==> src/rtl/rgb_merge.sv <==
// Merges three independently-timed 8-bit Sobel channels into one packed 24-bit RGB stream.
// Optional end-of-frame marking is compiled in with `define RGB_MERGE_EOF_EN.
module rgb_merge #(
    parameter int FRAME_W = 256,
    parameter int FRAME_H = 256
) (
    input  logic        i_clk,
    input  logic        i_rst,
    input  logic        i_result_r_vld,
    input  logic [7:0]  i_result_r_data,
    output logic        i_result_r_busy,
    input  logic        i_result_g_vld,
    input  logic [7:0]  i_result_g_data,
    output logic        i_result_g_busy,
    input  logic        i_result_b_vld,
    input  logic [7:0]  i_result_b_data,
    output logic        i_result_b_busy,
    output logic        o_pixel_vld,
    output logic [23:0] o_pixel_data,
    input  logic        o_pixel_busy,
    output logic        o_pixel_last
);

    typedef enum logic {ST_EMPTY, ST_FULL} state_t;

    // Channel index 0 = R, 1 = G, 2 = B.
    logic [2:0] w_in_vld;
    logic [7:0] w_in_data [3];
    logic [2:0] w_busy;
    logic [2:0] w_nonempty;
    logic [7:0] w_head [3];
    logic       w_load;
    logic       w_xfer;
    state_t     r_state;
    state_t     w_state_next;
    logic [23:0] r_data;

    assign w_in_vld     = {i_result_b_vld, i_result_g_vld, i_result_r_vld};
    assign w_in_data[0] = i_result_r_data;
    assign w_in_data[1] = i_result_g_data;
    assign w_in_data[2] = i_result_b_data;

    assign i_result_r_busy = w_busy[0];
    assign i_result_g_busy = w_busy[1];
    assign i_result_b_busy = w_busy[2];

    genvar gi;
    generate
        for (gi = 0; gi < 3; gi++) begin : g_chan
            logic [7:0] r_mem [2];
            logic       r_wr_ptr;
            logic       r_rd_ptr;
            logic [1:0] r_count;
            logic       w_push;

            // Busy depends only on reset and the stored count, never on any vld or downstream busy.
            assign w_busy[gi]     = i_rst | (r_count == 2'd2);
            assign w_push         = w_in_vld[gi] & ~w_busy[gi];
            assign w_nonempty[gi] = (r_count != 2'd0);
            assign w_head[gi]     = r_mem[r_rd_ptr];

            always_ff @(posedge i_clk) begin
                if (w_push) begin
                    r_mem[r_wr_ptr] <= w_in_data[gi];
                end
            end

            always_ff @(posedge i_clk) begin
                if (i_rst) begin
                    r_wr_ptr <= 1'b0;
                    r_rd_ptr <= 1'b0;
                    r_count  <= 2'd0;
                end else begin
                    if (w_push) begin
                        r_wr_ptr <= ~r_wr_ptr;
                    end
                    if (w_load) begin
                        r_rd_ptr <= ~r_rd_ptr;
                    end
                    case ({w_push, w_load})
                        2'b10:   r_count <= r_count + 2'd1;
                        2'b01:   r_count <= r_count - 2'd1;
                        default: r_count <= r_count;
                    endcase
                end
            end
        end
    endgenerate

    // A new pixel may enter the output register when it is empty or being emptied this edge.
    assign w_xfer = (r_state == ST_FULL) & ~o_pixel_busy;
    assign w_load = (&w_nonempty) & ((r_state == ST_EMPTY) | ~o_pixel_busy);

    always_comb begin
        w_state_next = r_state;
        if (w_load) begin
            w_state_next = ST_FULL;
        end else if (w_xfer) begin
            w_state_next = ST_EMPTY;
        end
    end

    always_ff @(posedge i_clk) begin
        if (i_rst) begin
            r_state <= ST_EMPTY;
            r_data  <= 24'd0;
        end else begin
            r_state <= w_state_next;
            if (w_load) begin
                r_data <= {w_head[0], w_head[1], w_head[2]};
            end
        end
    end

    assign o_pixel_vld  = (r_state == ST_FULL);
    assign o_pixel_data = r_data;

`ifdef RGB_MERGE_EOF_EN
    localparam int FRAME_PIXELS = FRAME_W * FRAME_H;
    localparam int CNT_W = (FRAME_PIXELS > 1) ? $clog2(FRAME_PIXELS) : 1;
    localparam logic [CNT_W-1:0] LAST_IDX = CNT_W'(FRAME_PIXELS - 1);

    // Index of the pixel currently held; advances only when that pixel leaves.
    logic [CNT_W-1:0] r_pix_cnt;

    always_ff @(posedge i_clk) begin
        if (i_rst) begin
            r_pix_cnt <= '0;
        end else if (w_xfer) begin
            r_pix_cnt <= (r_pix_cnt == LAST_IDX) ? '0 : r_pix_cnt + 1'b1;
        end
    end

    assign o_pixel_last = (r_state == ST_FULL) & (r_pix_cnt == LAST_IDX);
`else
    assign o_pixel_last = 1'b0;
`endif

endmodule

==> config.mk <==
export PLATFORM = sky130hd
export DESIGN_NAME = rgb_merge
export DESIGN_NICKNAME = d
export VERILOG_FILES = /design/src/rtl/rgb_merge.sv
export SDC_FILE = /design/constraint.sdc
export NUM_CORES = 1
export LEC_CHECK = 0
export ABC_AREA = 1
export CAP_MARGIN = 20
export CORE_MARGIN = 2
export CORE_UTILIZATION = 45
export DETAILED_ROUTE_END_ITERATION = 6
export MAX_ROUTING_LAYER = met4
export PLACE_DENSITY = 0.69
export SLEW_MARGIN = 0
export SYNTH_ARGS = -nofsm -noshare
export SYNTH_HDL_FRONTEND = slang
export SYNTH_SLANG_ARGS = --single-unit
==> constraint.sdc <==
create_clock -name i_clk -period 1.56 [get_ports i_clk]
set_input_delay 0.312 -clock i_clk [delete_from_list [all_inputs] [get_ports i_clk]]
set_output_delay 0.312 -clock i_clk [all_outputs]
set_load 0.1 [all_outputs]
# Word-level counts from Yosys, hierarchy flattened
# Memory sizes are Yosys's and may differ from the RTL's. A register that Yosys moved wholly into a read port is not among the register bits.
# Index checks and enable logic that the tools add are counted.
dict set report totals {
  register_bits 13
  latch_bits 0
  ram_bits 48
  rom_bits 0
  word_cells 67
  n_memories 3
}
# memory depth word_bits rd rd_ports_with_merged_regs wr line_no
set memory_table {}
lappend memory_table {{g_chan[0].r_mem} 2 8 1 1 1 50} ;# logic [7:0] r_mem [2];
lappend memory_table {{g_chan[1].r_mem} 2 8 1 1 1 50}
lappend memory_table {{g_chan[2].r_mem} 2 8 1 1 1 50}
dict set report classes {
  addsub 6
  multipliers 0
  div_mod_pow 0
  magnitude_cmp 0
  eq_ne 9
  n_shift 0
  n_mux 11
  n_bitwise 20
  n_reduce_logical 8
}
# cell n
set op_table {}
lappend op_table {{nonzero test 2 bit} 7}
lappend op_table {{equality test 2 bit (second input constant)} 6}
lappend op_table {{case mux 2 bit (2 select lines)} 3}
lappend op_table {{inverter 1 bit} 11}
lappend op_table {{two-way mux 1 bit} 8}
lappend op_table {{adder 2 x 1 -> 2 bit (second input constant)} 3}
lappend op_table {{equality test 2 x 1 -> 1 bit (second input constant)} 3}
lappend op_table {{subtractor 2 x 1 -> 2 bit (second input constant)} 3}
lappend op_table {{AND 1 bit} 5}
lappend op_table {{bitwise OR 1 bit} 4}
lappend op_table {{AND reduction 3 bit} 1}

# Depth between registers and ports, before layout
dict set report logic_depth {
  depth_word 6
  ltp_mapped 11
  ltp_nobuf 10
}

# Worst setup path after synthesis
# No wires, ideal clock.
dict set report synth_timing {
  path_kind {register -> register}
  start {register r_state (netlist: o_pixel_vld)}
  end {register g_chan[1].r_count[1]}
  setup_ns 0.117
  arrival_ns 2.056
  required_ns 1.443
  setup_slack_ns -0.612
  stages_incl_launch_ff 10
  n_path_buf 1
  path_cell_list {dfxtp_1 nand2_1 o21ai_1 nor2_2 buf_2 ha_1 inv_1 nand3_1 o21ai_0 nor2_1}
}
dict set report synth_via {
  elab_chain_cells 5
}
# element line_no
set synth_rtl {}
lappend synth_rtl {{start: declaration} 34} ;# state_t r_state;
lappend synth_rtl {{start signal: assignment} 108} ;# r_state <= w_state_next;
lappend synth_rtl {{inverter 1 bit *} 92} ;# assign w_load = (&w_nonempty) & ((r_state == ST_EMPTY) | ~o_pixel_busy);
lappend synth_rtl {{bitwise OR 1 bit *} 92}
lappend synth_rtl {{AND 1 bit *} 92}
lappend synth_rtl {{named net w_load} 32} ;# logic w_load;
lappend synth_rtl {{equality test 2 x 1 -> 1 bit / equality test 2 bit (equally long branches)} 80} ;# case ({w_push, w_load})
lappend synth_rtl {{case mux 2 bit (2 select lines) / nonzero test 2 bit (equally long branches)} n/a}
lappend synth_rtl {{end signal: assignment} 81} ;# 2'b10: r_count <= r_count + 2'd1;
lappend synth_rtl {{end signal: assignment} 82} ;# 2'b01: r_count <= r_count - 2'd1;
lappend synth_rtl {{end signal: assignment} 83} ;# default: r_count <= r_count;
lappend synth_rtl {{end: declaration} 53} ;# logic [1:0] r_count;
# Mark *: on every way through the listed nets, which the timed path passes. The rest lies on a longest branch.
# A chain may end at the register's enable or synchronous reset.

# Worst setup path after layout
dict set report layout_timing {
  start {register g_chan[0].r_count[1]}
  end {output i_result_r_busy}
}
dict set report layout_via {
  elab_chain_cells 2
}
# element line_no
set layout_rtl {}
lappend layout_rtl {{start: declaration} 53}
lappend layout_rtl {{start signal: assignment} 81}
lappend layout_rtl {{start signal: assignment} 82}
lappend layout_rtl {{start signal: assignment} 83}
lappend layout_rtl {{equality test 2 bit} 57} ;# assign w_busy[gi] = i_rst | (r_count == 2'd2);
lappend layout_rtl {{bitwise OR 1 bit} 57}
lappend layout_rtl {{end: declaration} 11} ;# output logic i_result_r_busy,
# No other way between the ends.

==> results list <==
- Result of the run: finished clean
* Clk root buf: sky130_fd_sc_hd__clkbuf_8
- Setup repair after global routing could not meet its margin everywhere.
- The net count of the finished layout is slightly above 500.
* Worst hold slack after final layout: roughly 460 ps
- Period Utilization, post-route: between 90% and 100%
- Setup slack closes at roughly 57 ps.
* Relative slew slack: ~61%
- The cell area that synthesis handed to floorplanning was 3571 µm².
- The worst setup path is captured at a primary output.
* Post-place setup slack: -448.6 ps
* Ratio of cells with drive above 1 in the final layout: between 15 and 20%
- Overall die width: ~93 µm
* Multi-input logic area: approximately 1000 µm²
* Routed wirelength normalized by instance count: approximately 11 µm
* Portion of synthesized cell area occupied by the leading cell type: roughly 40%
* Max-slew violation count: 0
- Slowest library cell on the worst path: sky130_fd_sc_hd__dfxtp_2
- Residual antenna-violating net count after detailed routing: 0
- Post-layout utilization of the core: ~63%
- The via count of the first global-routing pass is roughly 2,700.
- Counting every net in the synthesized netlist gives about 440.
- Clk Latency, worst-skew pair: between 300 and 400 ps
- IR analysis of the VDD net gives a maximum drop of approximately 0.50 mV.
* Number of buffer and inverter stages on the critical path: 2
* Clock tree skew after final layout: approximately 4.5 ps
- The routed design has approximately 6.7 mm of wire.
- Most common library cell in the layout ignoring fill and taps: sky130_fd_sc_hd__nor2_1
- Power density over the cells: 910.4 nW/µm²
- Entering global routing, the biggest net connects 28 pins.
- Hold violation total from the final report: 0
- Highest attainable clock frequency: between 0.6 and 0.7 GHz
- Worst-case clock buffer depth: 2
- Cell family contributing the most delay on the critical path: flip-flops
- In this run the mean area of a mapped cell was around 8.7 µm².
- TritonCTS built the clock tree.
* Top-level I/O count: 59
- Cell count after synthesis: around 400
- # port buffers: between 50 and 60
* Hold Buf Count CTS: 0
- Via-per-instance ratio: about 4.5
- Crit path cell chain: buf_4 > nand2_1 > nand2_2 > buf_12
- Area grow syn2layout: 36.30%
- Clock-pin slew was measured on the worst setup and hold paths at approximately 80 ps.
- The largest single stage delay on the critical path is 330 ps.
* Cell type contributing the most total cell area after synthesis: sky130_fd_sc_hd__edfxtp_1
- Post-placement cell area: 4674 µm²
- In the global route stage, overall resource usage came out at roughly 18%.
- Final Wtd Congestion: between 0.7 and 0.8
- Overall via count from detail_route: between 2,000 and 3,000
* Post-DP HPWL: 4.879 mm
- Number of fill cells in the layout: between 600 and 700
- Setup violations remaining at the end of the flow were counted as 0.
- In the final layout, flip-flops and latches occupy approximately 2200 µm².
* Critical path data arrival time: about 1200 ps
- Dominant cells by area after synthesis: sky130_fd_sc_hd__edfxtp_1 (40%), sky130_fd_sc_hd__dfxtp_1 (21%), sky130_fd_sc_hd__nor2_1 (12%)
- Largest fanout of any net on the critical path: 3
- Measured along the y axis, the die boundary spans around 93 µm.
- Clock sinks: between 80 and 90
- Drt first pass iters: 4
* Most used cells in the layout excluding fill and tap cells: sky130_fd_sc_hd__nor2_1 (111), sky130_fd_sc_hd__nand2_1 (65), sky130_fd_sc_hd__inv_1 (63)
- Design area: 4867 µm²
* Seq/Total Area, Yosys: 61.11%
- The number of antenna diodes in the final layout is 0.
- CP required: 1250 ps
* Global-route wire length before repair: ~11 mm
* Synth cell types: 21
- The floorplan step defined a core boundary enclosing roughly 7700 µm².
* Critical Path Source Type: register
* Slew at the pin with the worst max-slew slack: ~580 ps
- Max-cap violations in this run came to 0.
* Number of design rule violations left after detail routing: 0
- The initial antenna violation count is 0.
- The floorplan has 32 rows.
- Overall die area: around 8700 µm²
- The total overflow left after global routing is 0.
- Initial Utilization: between 40% and 50%
- Number of storage elements in the synthesis netlist: 85
* Static leakage power: 2.182 nW
- # H-tree levels: 3
* Count of warnings emitted by yosys: 0
* Number of design-rule violations left by the first detailed-router iteration: about 110
* Total clock buffers created by CTS: 9
- Path type of the worst min-delay path: register to register
* Type of the worst setup path: register to primary output
* Time the worst path needs with I/O delays and setup: roughly 1500 ps
## repair_timing
action                                  in CTS  in global routing
pin swaps                                    0                  2
endpoints found under the setup margin       5                  6
resized for setup                            5                 10
setup buffers                                0                  1
## metal layers
metal	up-vias	GRT usage [%]	routed length, µm	part of all wire (%)
li1	1418	-	-	-
met1	1201	19.87	2972	44
met2	65	29.53	3281	49
met3	13	5.157	333	4.9
met4	0	7.966	144	2.1
met5	-	-	0	0
## state kept, by name (all words and copies together) (netlist names)
register / count
o_pixel_data: 24
g_chan.r_rd_ptr: 3
o_pixel_vld: 1
g_chan.r_count: 6
g_chan.r_mem: 48
g_chan.r_wr_ptr: 3
## layout make-up
class                      count  share of cell area [%]
timing repair buffer          82                   22.34
clock buffer                  11                   2.699
tap                          102                   2.622
clock inverter                 5                  0.5656
sequential                    85                   45.06
inverter                      67                   5.270
multi-input combinational    241                   21.44
## synth_stat cells, drive strengths merged
library cell,count
edfxtp,48
nand4,4
dfxtp,37
clkinv,1
conb,1
ha,3
a31oi,3
inv,66
o21ai,6
o21a,1
a21oi,6
nand3,32
nor2,114
buf,18
nand2,71
## path summary, 6_finish.rpt
| kind | from | to | slack, ps | cells past startpoint |
|---|---|---|---|---|
| setup / recovery | g_chan[0].r_count[1] | i_result_r_busy | 60 | 4 |
| hold / removal | g_chan[1].r_wr_ptr | g_chan[1].r_wr_ptr | 460 | 2 |
| setup reg to reg | g_chan[0].r_count[0] | g_chan[1].r_count[1] | 60 | 9 |
| hold reg to reg | g_chan[1].r_wr_ptr | g_chan[1].r_wr_ptr | 460 | 2 |
## per-stage QoR
step                total power [W]  std cells  setup TNS [ps]
floorplan                  0.002890        411          -178.0
global placement           0.003160        576          -15360
detailed placement         0.003173        576          -19530
CTS                        0.004475        592               0
global route               0.004632        593          -16.28
finish                     0.004431        593               0
## report_power, final
part / switching, W / internal, W / leakage [nW]
logic: 0.000377 / 0.000267 / 1.36
clock network: 0.000736 / 0.000566 / 0.0744
registers: 0.0000417 / 0.00244 / 0.743
## cell families (layout without fill, tap and decap cells)
logic type | Yosys count | after routing | synth area share, %
AO/OA/AOI/OAI | 16 | 16 | 2.418
adder cells (fa/ha/maj) | 3 | 3 | 1.051
buffers and inverters | 85 | 165 | 10.34
flip-flops | 85 | 85 | 61.11
other | 1 | 1 | 0.1050
AND/OR/NAND/NOR | 221 | 221 | 24.98
## worst min-delay path: stages (launching register included)
cell and delay [ps]:
sky130_fd_sc_hd__dfxtp_1 320, sky130_fd_sc_hd__nand2_1 60, sky130_fd_sc_hd__a21oi_1 50
(Power assumes the default switching activity.)
